`config.mk`:
```
export PLATFORM = sky130hd
export DESIGN_NAME = mseq_sample_gen
export DESIGN_NICKNAME = d
export VERILOG_FILES = /design/src/rtl/mseq_sample_gen.sv
export SDC_FILE = /design/constraint.sdc
export NUM_CORES = 1
export LEC_CHECK = 0
export BUFFER_PORTS_ARGS = -buffer_cell sky130_fd_sc_hd__buf_2
export CORE_MARGIN = 2
export CORE_UTILIZATION = 45
export CTS_CLUSTER_DIAMETER = 40
export CTS_CLUSTER_SIZE = 16
export DETAILED_ROUTE_END_ITERATION = 8
export GPL_TIMING_DRIVEN = 0
export SLEW_MARGIN = 20
export SYNTH_ARGS = -nofsm -noshare
export SYNTH_HDL_FRONTEND = slang
export SYNTH_SLANG_ARGS = --single-unit
```
`constraint.sdc`:
```
create_clock -name CLK_50MHZ -period 2.69 [get_ports CLK_50MHZ]
set_input_delay 0.1345 -clock CLK_50MHZ [delete_from_list [all_inputs] [get_ports CLK_50MHZ]]
set_output_delay 0.1345 -clock CLK_50MHZ [all_outputs]
set_load 0.05 [all_outputs]
```
`src/rtl/mseq_sample_gen.sv`:
```
// 7-bit m-sequence (x^7+x^6+1) sample source: bits packed MSB-first into bytes on a valid/ready port.
// Build option MSEQ_FRAME_MARK_EN raises frame_start with the byte holding step 0 of each 127-bit period.
module mseq_sample_gen #(
  parameter int unsigned DIV  = 4,
  parameter logic [6:0]  SEED = 7'h01
) (
  input  logic       CLK_50MHZ,
  input  logic       RST,
  input  logic       enable,
  output logic [7:0] data,
  output logic       data_valid,
  input  logic       data_ready,
  output logic       frame_start
);

  typedef enum logic [1:0] {
    ST_SEED  = 2'd0,
    ST_RUN   = 2'd1,
    ST_STALL = 2'd2
  } state_t;

  localparam logic [15:0] DIV_LAST = 16'(DIV - 1);

  state_t      r_state;
  state_t      w_state_nxt;
  logic [15:0] r_div_cnt;
  logic [6:0]  r_lfsr;
  logic [6:0]  r_shreg;
  logic [2:0]  r_bit_cnt;
  logic [7:0]  r_data;
  logic [7:0]  r_hold;
  logic        r_data_valid;

  logic       w_lockup;
  logic       w_run;
  logic       w_tick;
  logic       w_fb;
  logic       w_byte_done;
  logic       w_accept;
  logic       w_out_free;
  logic [7:0] w_byte;

  // Handshake: a byte transfers on every edge where data_valid && data_ready; data and
  // data_valid never change while data_valid=1 and data_ready=0.
  assign w_lockup    = (r_state == ST_RUN) && (r_lfsr == 7'd0);
  assign w_run       = (r_state == ST_RUN) && enable && !w_lockup;
  assign w_tick      = w_run && (r_div_cnt == DIV_LAST);
  assign w_fb        = r_lfsr[6] ^ r_lfsr[5];
  assign w_byte      = {r_shreg, w_fb};
  assign w_byte_done = w_tick && (r_bit_cnt == 3'd7);
  assign w_accept    = r_data_valid && data_ready;
  assign w_out_free  = !r_data_valid || data_ready;

  always_ff @(posedge CLK_50MHZ) begin
    if (RST) r_state <= ST_SEED;
    else     r_state <= w_state_nxt;
  end

  always_comb begin
    w_state_nxt = r_state;
    case (r_state)
      ST_SEED:  w_state_nxt = ST_RUN;
      ST_RUN:   if (w_byte_done && !w_out_free) w_state_nxt = ST_STALL;
      ST_STALL: if (data_ready) w_state_nxt = ST_RUN;
      default:  w_state_nxt = ST_SEED;
    endcase
  end

  always_ff @(posedge CLK_50MHZ) begin
    if (RST) begin
      r_lfsr       <= SEED;
      r_div_cnt    <= '0;
      r_bit_cnt    <= '0;
      r_shreg      <= '0;
      r_data       <= '0;
      r_hold       <= '0;
      r_data_valid <= 1'b0;
    end else begin
      if (w_accept) r_data_valid <= 1'b0;
      case (r_state)
        ST_SEED: begin
          r_lfsr    <= SEED;
          r_div_cnt <= '0;
          r_bit_cnt <= '0;
          r_shreg   <= '0;
        end
        ST_RUN: begin
          // An all-zero LFSR can only come from an upset; reload without stepping.
          if (w_lockup) begin
            r_lfsr <= SEED;
          end else if (w_run) begin
            r_div_cnt <= w_tick ? 16'd0 : r_div_cnt + 16'd1;
            if (w_tick) begin
              r_lfsr    <= {r_lfsr[5:0], w_fb};
              r_shreg   <= w_byte[6:0];
              r_bit_cnt <= r_bit_cnt + 3'd1;
            end
            if (w_byte_done) begin
              if (w_out_free) begin
                r_data       <= w_byte;
                r_data_valid <= 1'b1;
              end else begin
                r_hold <= w_byte;
              end
            end
          end
        end
        ST_STALL: begin
          if (data_ready) begin
            r_data       <= r_hold;
            r_data_valid <= 1'b1;
          end
        end
        default: ;
      endcase
    end
  end

  assign data       = r_data;
  assign data_valid = r_data_valid;

`ifdef MSEQ_FRAME_MARK_EN
  logic [6:0] r_step_cnt;
  logic       r_frame_pend;
  logic       r_hold_frame;
  logic       r_frame_start;
  logic       w_step0;
  logic       w_byte_frame;

  // A period boundary may land mid-byte; remember it until that byte completes.
  assign w_step0      = (r_step_cnt == 7'd0);
  assign w_byte_frame = r_frame_pend || w_step0;

  always_ff @(posedge CLK_50MHZ) begin
    if (RST) begin
      r_step_cnt    <= '0;
      r_frame_pend  <= 1'b0;
      r_hold_frame  <= 1'b0;
      r_frame_start <= 1'b0;
    end else begin
      if (w_accept) r_frame_start <= 1'b0;
      case (r_state)
        ST_SEED: begin
          r_step_cnt   <= '0;
          r_frame_pend <= 1'b0;
        end
        ST_RUN: begin
          if (w_tick) begin
            r_step_cnt <= (r_step_cnt == 7'd126) ? 7'd0 : r_step_cnt + 7'd1;
            if (w_byte_done) begin
              r_frame_pend <= 1'b0;
              if (w_out_free) r_frame_start <= w_byte_frame;
              else            r_hold_frame  <= w_byte_frame;
            end else if (w_step0) begin
              r_frame_pend <= 1'b1;
            end
          end
        end
        ST_STALL: if (data_ready) r_frame_start <= r_hold_frame;
        default: ;
      endcase
    end
  end

  assign frame_start = r_frame_start;
`else
  assign frame_start = 1'b0;
`endif

endmodule

```
==> results.md, run 1 <==
- For this configuration, the core starts out at a cell density of 46.1%.
- The critical path endpoint category is a flip-flop.
- Yosys printed 0 warnings.
- After detailed routing, the average wire length per cell comes to 17.6 microns.
- The pin slew with the least headroom to its limit is 0.655 ns.
- The number of detailed-route iterations in the first pass is 4.
- The final number of hold-violating endpoints is 0.
- STA classifies the critical path startpoint as a flip-flop.
- The die height is 87.0 microns.
- The total nets after synthesis is 375.
- The finished layout holds 462 standard cells, fillers aside.
- The root buffer cell is clkbuf_8.
- The top cell types in the final layout, fill and taps aside, are dfxtp_1, nand2_1, o21ai_0, nand3_1, a21oi_1.
- The post-route netlist has 13.6% of its cells at a drive strength greater than 1.
- Dividing total power by cell area gives a power density of 469 nW/um^2.
- The final estimated routing congestion in global placement is 0.871.
- The worst path required time is 2.86 ns.
- The maximum root-to-sink buffer count is 2.
- The detailed-route via count is 2816.
- In the finished design, the share of the clock period the worst path needs comes to 85.6%.
- The total DRC errors in the routed layout is 0.
- The number of nets at the end of the flow is 392.
- The endpoint with the worst hold slack is r_div_cnt[13].
- The slowest cell on the critical path is dfxtp_1.
- Walking the worst path, the cells encountered are ha_1 > nor4b_1 > nand4_1 > buf_2 > clkbuf_1 > o21ai_0 > o311ai_0.
- Leaving out fill and tap cells, the most frequent cell in the layout is dfxtp_1.
- The worst-case register-to-register setup slack is 0.39 ns.
- After layout, the minimum clock period comes to 2.30 ns.
- Port buffering added 10 buffers.
- Clock tree synthesis inserted a total of 5 buffers.
- The worst register-to-register path has a depth of 7.
- The first global-routing pass estimated 13.6 mm of wire.
- The clock sink count is 52.
- Relative to the synthesized area, the layout overhead comes to 7.88%.
- Data arrives at the worst endpoint at 2.48 ns.
- The instance count along the most critical hold path is 3.
- Summing all flip-flop and latch instances after layout gives 1040 sq um.
- The post-route total power is 1.57 mW.
- In the synthesized netlist the async set-or-reset flop fraction comes to 0%.
- Counting the fill cells in the layout gives 678.
- CTS built an H-tree with a depth of 2.
- The number of enable-type register cells in the synthesized netlist is 0.
- Max-cap violations in this run came to 0.
- The number of antenna-violating nets in the routed design is 0.
- The multi-input gate area in the final layout is 1850 sq um.
- The first-iteration detailed-routing DRC count is 130.
- The clock skew is 0.0139 ns.
- The gate count of the mapped netlist is 364.
- The largest net degree at the start of global routing is 19.
- Across all setup checks in the final design, the least slack found is 0.387 ns.
- The final core utilization is 49.7%.
- After clock tree synthesis, the clock-pin slew on the worst setup and hold paths is 0.10 ns.
- The class of the most critical setup path is reg -> reg.
- For the final routed database, the setup TNS stands at 0 ns.
- The number of distinct library cells after synthesis is 67.
- The worst register-to-register path begins at r_div_cnt[0].
- In this run the critical register-to-register path is captured at r_lfsr[1].
- The largest fanout on the critical path is 10.
- Setup repair after global routing left no endpoint under its margin.
- The average footprint of a synthesized cell is 8.51 sq um.
- The CTS tree is yes.
- Detailed placement finished with a half-perimeter wire length of 5.82 mm.
- The beginning of the worst hold path is RST.
- The post-cts gate resize count is 0.
- The via count of the first global-routing pass is 2627.
- The die covers 7560 sq um.
- The synthesized netlist occupies a cell area of 3100 sq um.
- The number of slew-limit violations in the final report was 0.
- In this run the horizontal extent of the chip is 87.0 microns.
- After synthesis the netlist holds a flip-flop and latch count of 52.
- The most used flip-flop cell after synthesis is dfxtp_1.
- The number of instances in the placed design is 454.
- The number of primary I/O pins is 14.
- The region available for standard cell placement spans 6720 sq um.
- The initial antenna violation count came to 0.
- The initialized floorplan defines 30 standard-cell rows.
- The relative slew slack is 56.2%.
- The largest vdd supply drop is 0.225 mV.
- The total wire length after detailed routing is 8.12 mm.
- The later pin in the worst-skew pair is clocked with a latency of 0.32 ns.
- The number of antenna diodes in the final layout is 0.
- For this run, the slowest stage of the critical path takes 0.42 ns.
- The run finished with clean final reports.
- The hold buffer count at cts is 0.
- The maximum operating frequency is 434 MHz.
- Setup violations remaining at the end of the flow were counted as 0.
- Dividing the detail-routed via count by the number of cells gives 6.10.
- The portion of the post-synthesis area used by sequential elements is 33.6%.
- The residual overflow from global routing is 0.
- Global routing used 22.9% of the available tracks across all layers.
- Post-CTS timing repair inserted 0 buffers for setup.
- The worst hold path belongs to the class in -> reg.
- For this design the static power due to leakage is 1.15 nW.
- Before CTS, the worst setup slack after placement is 0.424 ns.
-- state kept, by name (all words and copies together), names as in the netlist --
name / flops
data_valid: 1
r_div_cnt: 16
data: 8
r_state: 2
r_hold: 8
r_bit_cnt: 3
r_lfsr: 7
r_shreg: 7
-- power by group --
group	switching (mW)	total, mW	internal [mW]
logic	0.209	0.290	0.0802
registers	0.0117	0.790	0.779
clock network	0.296	0.486	0.191
-- cell type report --
| type | count | area share [%] |
|---|---|---|
| Buffer | 29 | 5.02 |
| Clock buffer | 5 | 2.06 |
| Clock inverter | 3 | 0.749 |
| Inverter | 10 | 1.12 |
| Multi-Input combinational cell | 273 | 55.4 |
| Sequential cell | 52 | 31.1 |
| Tap cell | 80 | 3.00 |
| Timing Repair Buffer | 10 | 1.50 |
-- critical path: cells and delay by family, from the launching register on --
| kind | cells | cell delay [ns] |
|---|---|---|
| compound gates | 2 | 0.37 |
| fa+ha+maj | 1 | 0.29 |
| buf+inv | 2 | 0.53 |
| flops | 1 | 0.42 |
| simple gates | 2 | 0.56 |
-- worst max-delay path by stage --
stage	from	to	slack, ns	cells after the start
final	r_div_cnt[0]	r_lfsr[1]	0.39	7
after global routing	r_div_cnt[1]	r_lfsr[1]	0.20	7
after CTS	r_div_cnt[0]	r_lfsr[1]	0.39	7
after detailed placement	r_div_cnt[0]	r_lfsr[1]	0.42	7
after global placement	r_div_cnt[0]	r_lfsr[1]	0.43	7
after floorplan	data_valid	data[6]	0.86	5
-- Yosys cell counts (4+ instances only) --
cell       count  area share (%)
or3_1         10             2.0
a21oi_1       19             3.1
nand3_1       26             4.2
ha_1           7             2.8
a211oi_1      17             4.1
and4_1         4             1.1
a211o_1        8             2.3
clkbuf_1      14             1.7
and3_1        11             2.2
nor4_1         4            0.81
o2bb2ai_1      8             2.3
inv_1          9             1.1
mux2i_1        8             2.6
buf_2          6            0.97
nand2_1       37             4.5
nor2b_1        8             1.6
nor2_1         4            0.48
nor3_1        11             1.8
dfxtp_1       52              34
o21ai_0       27             4.4
nand4_1        7             1.4
-- through the flow --
stage          hold WS [ns]  area [sq um]
2_1_floorplan         0.364          3100
3_3_place_gp          0.441          3250
3_5_place_dp          0.450          3250
4_1_cts               0.179          3340
5_1_grt               0.173          3340
6_report              0.189          3340
-- metal layers --
metal  GRT usage [%]  share of wire (%)  wire length [microns]
met2            33.1                 42                   3420
met5               0                  0                      0
met1            35.1                 53                   4290
met4            6.68               0.92                     75
met3            3.32                4.2                    338
-- cell families after synthesis --
group | after synthesis | share of synthesized area, %
flip-flops | 52 | 33.6
AO/OA/AOI/OAI | 114 | 26.9
multiplexers | 9 | 3.07
XOR/XNOR | 3 | 0.848
buffers and inverters | 39 | 6.62
other | 1 | 0.121
adder cells (fa/ha/maj) | 7 | 2.83
AND/OR/NAND/NOR | 139 | 26.0
No activity file was read; power rests on OpenSTA's default activity.
==> run 2, diff against run 1 <==
--- a/config.mk
+++ b/config.mk
@@ -12,6 +12,7 @@
 export CTS_CLUSTER_SIZE = 16
 export DETAILED_ROUTE_END_ITERATION = 8
 export GPL_TIMING_DRIVEN = 0
+export PLACE_DENSITY = 0.58
 export SLEW_MARGIN = 20
 export SYNTH_ARGS = -nofsm -noshare
 export SYNTH_HDL_FRONTEND = slang
==> run 2 against run 1 <==
  * Register-to-register slack about the same
  * Clock-buffer cell count unchanged
  * Clock skew down 0.0067 ns
  * Total power up 16%
  * Design area up 1.9%
  * Non-clock buffer count unchanged
  * Hold slack worse by 0.0093 ns
  * Core utilization up 0.97 points
  * Wire length up 3.0%
  * Cell count unchanged
  * Clock power up 53%
==> results.md, run 2 (synthesized netlist as in run 1, its figures left out) <==
- The run finished with clean final reports.
- In the layout the commonest cells are dfxtp_1, nand2_1, o21ai_0, nand3_1, a21oi_1.
- The most flop-heavy register is r_div_cnt.
- The critical path is of the reg -> reg type.
- The portion of total power attributed to the clock network came to 40.9% (+9.8 points).
- The largest vdd supply drop is 0.283 mV (+26%).
- The detailed-route via count was 2878 (+2.2%).
- The clock skew is 0.00718 ns (-0.00672 ns).
- The total DRC errors in the routed layout was 0 (unchanged).
- The number of nets at the end of the flow is 392 (unchanged).
- The residual overflow from global routing came to 0 (unchanged).
- The final cycle utilization of the critical path is 86.0% (+0.37 points).
- For this design, the slowest cell found on the critical path is dfxtp_1.
- The switching fraction of total power is 27.4% (-5.6 points).
- The number of maximum-capacitance constraint violations is 0 (unchanged).
- Leaving out fill and tap cells, the most frequent cell in the layout is dfxtp_1.
- The switching power total was 0.501 mW (-3.1%).
- The root buffer cell is clkbuf_8.
- The die height is 87.0 microns (unchanged).
- The maximum operating frequency is 432 MHz (-0.43%).
- The final estimated routing congestion in global placement is 0.862 (-0.98%).
- The clock sink count is 52 (unchanged).
- The antenna diode count was 0 (unchanged).
- The largest net degree at the start of global routing is 17 (-2).
- The number of standard-cell rows in the floorplan is 30 (unchanged).
- The worst hold-check path type is in -> reg.
- The power density over the cells is 536 nW/um^2 (+14%).
- TritonCTS built the clock tree.
- The sequential cell area in the final layout is 1040 sq um (unchanged).
- The internal power consumption is 1.32 mW (+26%).
- The multi-input gate area in the final layout is 1850 sq um (unchanged).
- The sequential share of power is 43.3% (-7.2 points).
- The nature of the critical path startpoint is a flip-flop.
- The routed length per placed instance is 18.1 microns (+3.0%).
- The post-route minimum period was 2.31 ns (+0.0100 ns).
- The number of slew-limit violations in the final report is 0 (unchanged).
- The wire length of the first global-routing pass came to 13.4 mm (-1.9%).
- The via count of the first global-routing pass came to 2549 (-3.0%).
- The via density per instance is 6.23 (+2.2%).
- The first-iteration detailed-routing DRC count came to 145 (+12%).
- The worst path required time came to 2.86 ns (about the same).
- The HPWL reported at the end of detailed placement is 5.98 mm (+2.8%).
- The number of primary I/O pins was 14 (unchanged).
- The post-cts gate resize count was 0 (unchanged).
- Walking the worst path, the cells encountered are ha_1 > nor4b_1 > nand4_1 > buf_2 > clkbuf_1 > o21ai_0 > o311ai_0.
- The number of buffers inserted during clock tree synthesis is 5 (unchanged).
- The number of fill cells is 670 (-1.2%).
- The clock latency at the later pin of the worst-skew pair is 0.31 ns (about the same).
- The initial antenna violation count is 0 (unchanged).
- The final standard cell count with taps included and fillers excluded is 462 (unchanged).
- The data arrival time of the critical path is 2.49 ns (about the same).
- From synthesis to final layout, the design area changed by 9.98%.
- The cell leakage power is 1.19 nW (+2.9%).
- The share of final-layout standard cells stronger than drive strength 1 is 13.6% (unchanged).
- The relative slew slack is 54.8% (-1.5 points).
- The logic gate share of total power is 15.8% (-2.7 points).
- The pin slew with the least headroom to its limit is 0.677 ns (+0.0218 ns).
- The number of detailed-route iterations in the first pass is 5 (+1).
- The flip-flop count of the largest register after layout is 16 (unchanged).
- The placeable core region is 6720 sq um (unchanged).
- The width of the die is 87.0 microns (unchanged).
- The total wire length after detailed routing is 8.36 mm (+3.0%).
- The total global-route track usage came to 22.6% (-0.38 points).
- The maximum root-to-sink buffer count is 2 (unchanged).
- The count of endpoints failing setup in the final report is 0 (unchanged).
- The maximum single-stage delay on the critical path is 0.44 ns (+0.02 ns).
- The number of port buffers is 10 (unchanged).
- The final core utilization is 50.7% (+0.97 points).
- The hold buffer count at cts is 0 (unchanged).
- The die footprint came to 7560 sq um (unchanged).
- The number of H-tree levels was 2 (unchanged).
- The largest fanout on the critical path is 10 (unchanged).
- The number of buffers inserted by post-CTS setup repair is 0 (unchanged).
- The number of antenna-violating nets in the routed design is 0 (unchanged).
- The clock transition at the registers of the reported paths was 0.10 ns (about the same).
- The starting density of the core is 46.1% (unchanged).
- The number of instances in the placed design is 454 (unchanged).
- Setup repair after global routing left no endpoint under its margin.
- STA classifies the critical path endpoint as a flip-flop.
- The final number of hold-violating endpoints was 0 (unchanged).
- The summed negative setup slack over all endpoints is 0 ns (unchanged).
[run 2: worst paths after layout]
| check | from | to | slack [ns] | cells after the start |
|---|---|---|---|---|
| worst max-delay path | r_div_cnt[0] | r_lfsr[1] | 0.38 | 7 |
| worst min-delay path | RST | r_div_cnt[13] | 0.18 | 3 |
| worst max register to register | r_div_cnt[0] | r_lfsr[1] | 0.38 | 7 |
| worst min register to register | r_bit_cnt[1] | r_bit_cnt[1] | 0.46 | 2 |
[run 2: cell type report]
class / instances / area share (%)
well taps: 80 / 2.94
clock inverters: 3 / 2.64
clock buffers: 5 / 2.02
flip-flops and latches: 52 / 30.6
inverters: 10 / 1.10
repair buffers: 10 / 1.47
multi-input cells: 273 / 54.4
plain buffers: 29 / 4.92
[run 2: stage by stage]
| stage | hold slack (ns) | area [sq um] | power, mW | setup slack [ns] |
|---|---|---|---|---|
| after floorplan | 0.364 | 3100 | 1.01 | 0.861 |
| after global placement | 0.440 | 3250 | 1.09 | 0.388 |
| after detailed placement | 0.450 | 3250 | 1.09 | 0.452 |
| after CTS | 0.173 | 3410 | 1.83 | 0.421 |
| after global routing | 0.188 | 3410 | 1.88 | 0.190 |
| final | 0.180 | 3410 | 1.82 | 0.377 |
[run 2: worst max-delay path, delay by kind of cell, from the launching register on]
kind,cells,cell delay (ns)
DFF,1,0.44
and+or+nand+nor,2,0.54
adders and majority gates,1,0.30
buffers and inverters,2,0.54
AOI/OAI and AO/OA,2,0.37
[run 2: power by group through the flow]
stage	logic [mW]	registers, mW	clock network, mW
4_1_cts	0.286	0.790	0.758
3_5_place_dp	0.285	0.808	0
5_1_grt	0.311	0.792	0.777
6_report	0.288	0.791	0.746
3_3_place_gp	0.287	0.808	0
2_1_floorplan	0.206	0.807	0
[run 2: layer usage]
layer	global-route usage (%)	vias to the layer above	routed length (microns)
li1	-	1412	-
met1	35.9	1393	4440
met2	31.6	65	3480
met3	3.03	8	343
met4	5.40	0	101
met5	0	-	0
